### config.mk
export PLATFORM = sky130hd
export DESIGN_NAME = scanline_reader
export DESIGN_NICKNAME = d
export VERILOG_FILES = /design/src/rtl/scanline_reader_pkg.sv /design/src/rtl/scanline_reader_palette_map.sv /design/src/rtl/scanline_reader.sv
export SDC_FILE = /design/constraint.sdc
export NUM_CORES = 1
export LEC_CHECK = 0
export ABC_AREA = 1
export CORE_MARGIN = 3
export CORE_UTILIZATION = 25
export CTS_CLUSTER_SIZE = 12
export DETAILED_ROUTE_END_ITERATION = 16
export REMOVE_ABC_BUFFERS = 1
export SETUP_SLACK_MARGIN = 0.3
export SYNTH_ARGS = -nofsm -noshare
export SYNTH_HDL_FRONTEND = slang
export SYNTH_SLANG_ARGS = --single-unit
### constraint.sdc
create_clock -name clk -period 2.5 [get_ports clk]
set_input_delay 0.625 -clock clk [delete_from_list [all_inputs] [get_ports clk]]
set_output_delay 0.625 -clock clk [all_outputs]
set_load 0.02 [all_outputs]
### src/rtl/scanline_reader_pkg.sv
// Shared definitions for the scanline reader.
// Holds the FSM state encoding and the buffer geometry: BUF_DEPTH bytes,
// ADDR_W-bit byte address and PIX_W-bit shade width.
package scanline_reader_pkg;

  localparam int BUF_DEPTH = 32;
  localparam int ADDR_W    = 5;
  localparam int PIX_W     = 2;

  typedef enum logic [1:0] {
    IDLE  = 2'd0,
    FETCH = 2'd1,
    SHIFT = 2'd2,
    DONE  = 2'd3
  } state_t;

endpackage

### src/rtl/scanline_reader_palette_map.sv
// Combinational BGP-style palette lookup.
// Ports:
//   idx     - 2-bit colour index taken from the packed pixel byte
//   palette - 8-bit map; the shade for index i sits at palette[2i+1:2i]
//   shade   - 2-bit mapped shade
module palette_map
  import scanline_reader_pkg::*;
(
  input  logic [PIX_W-1:0] idx,
  input  logic [7:0]       palette,
  output logic [PIX_W-1:0] shade
);

  always_comb begin
    shade = palette[1:0];
    case (idx)
      2'd0:    shade = palette[1:0];
      2'd1:    shade = palette[3:2];
      2'd2:    shade = palette[5:4];
      default: shade = palette[7:6];
    endcase
  end

endmodule

### src/rtl/scanline_reader.sv
// Drains one scanline of 2bpp packed bytes from an asynchronous-read
// buffer and streams the palette-mapped shades over a valid/ready port.
// Each byte holds four pixels, MSB pair first; one FETCH bubble separates
// consecutive bytes.
// Ports:
//   clk, rst_n          - clock, asynchronous active-low reset
//   start               - one-cycle request to drain a line (IDLE only)
//   abort               - synchronous line cancel, highest priority
//   palette             - palette map, captured when the line starts
//   rd_addr / rd_data   - buffer read port (data valid in the same cycle)
//   pix_data, pix_valid - mapped shade and its qualifier
//   pix_ready           - downstream accept
//   busy                - high whenever the FSM is not IDLE
//   line_done           - one-cycle pulse after the last pixel is accepted
module scanline_reader
  import scanline_reader_pkg::*;
#(
  parameter int LINE_BYTES = 32
) (
  input  logic              clk,
  input  logic              rst_n,
  input  logic              start,
  input  logic              abort,
  input  logic [7:0]        palette,
  output logic [ADDR_W-1:0] rd_addr,
  input  logic [7:0]        rd_data,
  output logic [PIX_W-1:0]  pix_data,
  output logic              pix_valid,
  input  logic              pix_ready,
  output logic              busy,
  output logic              line_done
);

  localparam logic [ADDR_W-1:0] LAST_ADDR = ADDR_W'(LINE_BYTES - 1);

  state_t            state;
  logic [7:0]        shift;
  logic [1:0]        cnt;
  logic [7:0]        pal_q;
  logic [PIX_W-1:0]  map_idx;
  logic [PIX_W-1:0]  map_shade;
  logic              xfer;

  assign xfer = pix_valid & pix_ready;

  // pix_data is registered, so the shade is looked up one step ahead:
  // in FETCH for the first pixel of the incoming byte, in SHIFT for the
  // pair that becomes the top of the shift register after the shift.
  assign map_idx = (state == FETCH) ? rd_data[7:6] : shift[5:4];

  palette_map u_map (
    .idx     (map_idx),
    .palette (pal_q),
    .shade   (map_shade)
  );

  always_ff @(posedge clk or negedge rst_n) begin
    if (!rst_n) begin
      state     <= IDLE;
      rd_addr   <= '0;
      shift     <= '0;
      cnt       <= '0;
      pal_q     <= '0;
      pix_data  <= '0;
      pix_valid <= 1'b0;
      busy      <= 1'b0;
      line_done <= 1'b0;
    end else if (abort) begin
      state     <= IDLE;
      rd_addr   <= '0;
      pix_valid <= 1'b0;
      busy      <= 1'b0;
      line_done <= 1'b0;
    end else begin
      case (state)
        IDLE: begin
          if (start) begin
            pal_q   <= palette;
            rd_addr <= '0;
            busy    <= 1'b1;
            state   <= FETCH;
          end
        end
        FETCH: begin
          shift     <= rd_data;
          cnt       <= '0;
          pix_data  <= map_shade;
          pix_valid <= 1'b1;
          state     <= SHIFT;
        end
        SHIFT: begin
          if (xfer) begin
            if (cnt != 2'd3) begin
              shift    <= shift << 2;
              cnt      <= cnt + 2'd1;
              pix_data <= map_shade;
            end else if (rd_addr != LAST_ADDR) begin
              rd_addr   <= rd_addr + 1'b1;
              pix_valid <= 1'b0;
              state     <= FETCH;
            end else begin
              // Last pixel of the line: hold rd_addr, no wrap.
              pix_valid <= 1'b0;
              line_done <= 1'b1;
              state     <= DONE;
            end
          end
        end
        default: begin
          line_done <= 1'b0;
          busy      <= 1'b0;
          rd_addr   <= '0;
          state     <= IDLE;
        end
      endcase
    end
  end

endmodule

==> key figures <==
Outcome
  • Status: completed

Routing
  • Routed Antenna Nets: 0
  • Initial DRC count: 50
  • Detailed-route wire length: 3.228 mm
  • Routed vias: 1212
  • Drt drc: 0
  • DR vias/cell: 4.375
  • DRT Pass-1 Iters: 4
  • Routed length per instance: 11.65 um

Hold path
  • Min-delay src: line_done
  • Hold Crit Class: reg -> reg

Setup path
  • Crit path launch type: register
  • Worst path slowest cell: clkdlybuf4s50_1
  • Worst R2R Start: state[0]
  • Critical path origin: rd_addr[2]
  • CP Buf/Inv Count: 1
  • CP arrival: 1.35 ns
  • Crit-path max cell delay: 0.63 ns
  • Setup Crit Path Kind: reg -> out
  • Crit path cell chain: clkdlybuf4s50_1
  • Worst setup EP type: output port
  • WP data required: 1.88 ns
  • Delay-heaviest family, CP: buffers and inverters
  • CP max FO: 5

Clocking
  • CTS max path bufs: 2
  • Clk Latency, worst-skew pair: 0.29 ns
  • H-tree depth: 1
  • Root Driver: clkbuf_8
  • TritonCTS clock tree: done
  • CTS buffer count: 3
  • Setup Buffers After CTS: 0
  • Clk slew on worst S/H paths: 0.10 ns
  • Clock sink total: 28

Final layout
  • P&R area growth vs syn: 31.05%
  • NumNets Final: 234
  • Layout cells sized above 1: 12.68%
  • Filler instances: 589
  • # diodes: 0

Synth
  • EDFF count, synth: 0
  • Syn. warnings: 0
  • Synthesized instance count: 171
  • Post-synth ARST share: 100.0%
  • Cell area after synthesis: 1495 sq um
  • Yosys cell types: 22
  • Syn Area/Cell: 8.744 sq um
  • Synth top cells by count: 46 x nand2_1, 28 x dfrtp_1, 18 x inv_1
  • Synth area leader: dfrtp_1
  • Synthesized flop and latch total: 28
  • Area share of the largest cell type after synthesis: 46.86%
  • Most frequent cell after synthesis: nand2_1
  • Largest cells by area after synthesis: dfrtp_1 47%, nand2_1 12%, mux2_2 6.0%
  • Share of the yosys chip area belonging to registers: 46.86%
  • Main synth FF type: dfrtp_1

Global route
  • Vias in the first global route: 1192
  • Largest net degree at the start of global routing: 29
  • First-pass GRT wire length: 5.554 mm
  • Initial antenna violation count: 0
  • Grt ovf: 0
  • Total GRT Usage: 10.07%

Floorplan
  • Chip height: 83.34 um
  • Core area: 5642 sq um
  • Initial core utilization: 26.50%
  • Die footprint: 6945 sq um
  • Num rows: 27
  • IO Pins: 31
  • Die Span X: 83.34 um

Timing
  • Setup ws final: 0.5253 ns
  • Min Tclk post-route: 1.975 ns
  • Max frequency: 506.4 MHz
  • Unrepaired setup endpoints after global routing: false
  • Setup violations, final: 0
  • Measured slew at the worst slew-check pin: 0.3523 ns
  • Final Max Slew Viols: 0
  • Worst relative slew slack: 76.51%
  • Final worst clock skew: 0.004143 ns
  • Fin crit share: 78.99%
  • Final Hold Fails: 0
  • Setup Total Neg Slack: 0 ns

Placed design
  • Place WS: 0.3394 ns
  • Dpl hpwl: 2.467 mm
  • PortBufs: 30
  • Placer Congestion: 0.7715

Power
  • IR Drop Worst-Case VDD: 0.3132 mV
  • Power per standard cell area: 930.2 nW/um^2
  • Leakage power: 0.0008989 uW

Flow run
  • Total of max-cap violations: 0
## stage by stage
stage	hold slack [ns]	utilization [%]	area, sq um	power (uW)	cells
2_1_floorplan	0.3294	-	1480	1222	169
3_3_place_gp	0.4738	33.42	1886	1455	273
3_5_place_dp	0.4801	33.42	1886	1472	273
4_1_cts	0.5069	34.69	1957	1848	277
5_1_grt	0.5142	34.73	1959	1988	277
6_report	0.5006	34.73	1959	1823	277
## registers in the layout (all words and copies together), names as in the netlist
register	flops
pal_q	8
shift	6
rd_addr	5
cnt	2
pix_data	2
state	2
busy	1
line_done	1
pix_valid	1
## kinds of logic after synthesis
kind of cell,after synthesis,synth area share [%]
flops,28,46.86
fa+ha+maj,7,5.857
mux,8,6.025
compound gates,25,10.63
xor+xnor,1,0.5859
simple gates,80,24.02
buf+inv,22,6.025
## report_power, final
part / switching [uW] / internal [uW]
combinational: 427 / 317
sequential: 92.5 / 617
clock: 154 / 215
## layout make-up
type,instances,area (sq um),area share [%]
inverters,20,75.07,3.831
clock inverters,1,30.03,1.533
multi-input cells,121,706.9,36.08
clock buffers,3,41.29,2.107
repair buffers,32,315.3,16.09
well taps,72,90.09,4.598
flip-flops and latches,28,700.7,35.76
## metal layers
| layer | GRT usage, % | up-vias | part of all wire (%) | wire (um) |
|---|---|---|---|---|
| met5 | 0 | - | 0 | 0 |
| met4 | 4.903 | 0 | 2.2 | 70 |
| met3 | 2.381 | 5 | 4.5 | 144 |
| met2 | 16.25 | 23 | 46 | 1485 |
| met1 | 12.56 | 562 | 47 | 1527 |
| li1 | - | 622 | - | - |
## path summary, 6_finish.rpt
path                              end  slack, ns  cells past startpoint
setup reg to reg             shift[2]       0.68                      7
setup / recovery           rd_addr[2]       0.53                      1
hold reg to reg             line_done       0.50                      2
min in group asynchronous      cnt[0]       0.70                      2
max in group asynchronous  rd_addr[4]       1.54                      2
hold / removal              line_done       0.50                      2
## cells in the final DEF, fill, tap and decap left out, types with 2 or more instances in the layout
cell and count:
nand3_1 16, buf_4 2, o21ai_1 3, inv_1 18, dfrtp_1 28, nor2_4 2, mux2_2 8, nor2_1 8
inv_2 2, clkdlybuf4s50_1 30, clkbuf_8 3, nand3b_1 2, nand2_2 5, o21ai_0 12, ha_1 6, nand2_1 46
o211ai_1 5, a21oi_1 2
## timing repair
| action | 4_1_cts | 5_1_grt |
|---|---|---|
| hold buffers | 0 | 0 |
| resized for setup | 0 | 1 |
| endpoints found under the hold margin | 0 | 0 |
| setup endpoints to repair | 0 | 5 |
Power figures use the tool's default switching activity.
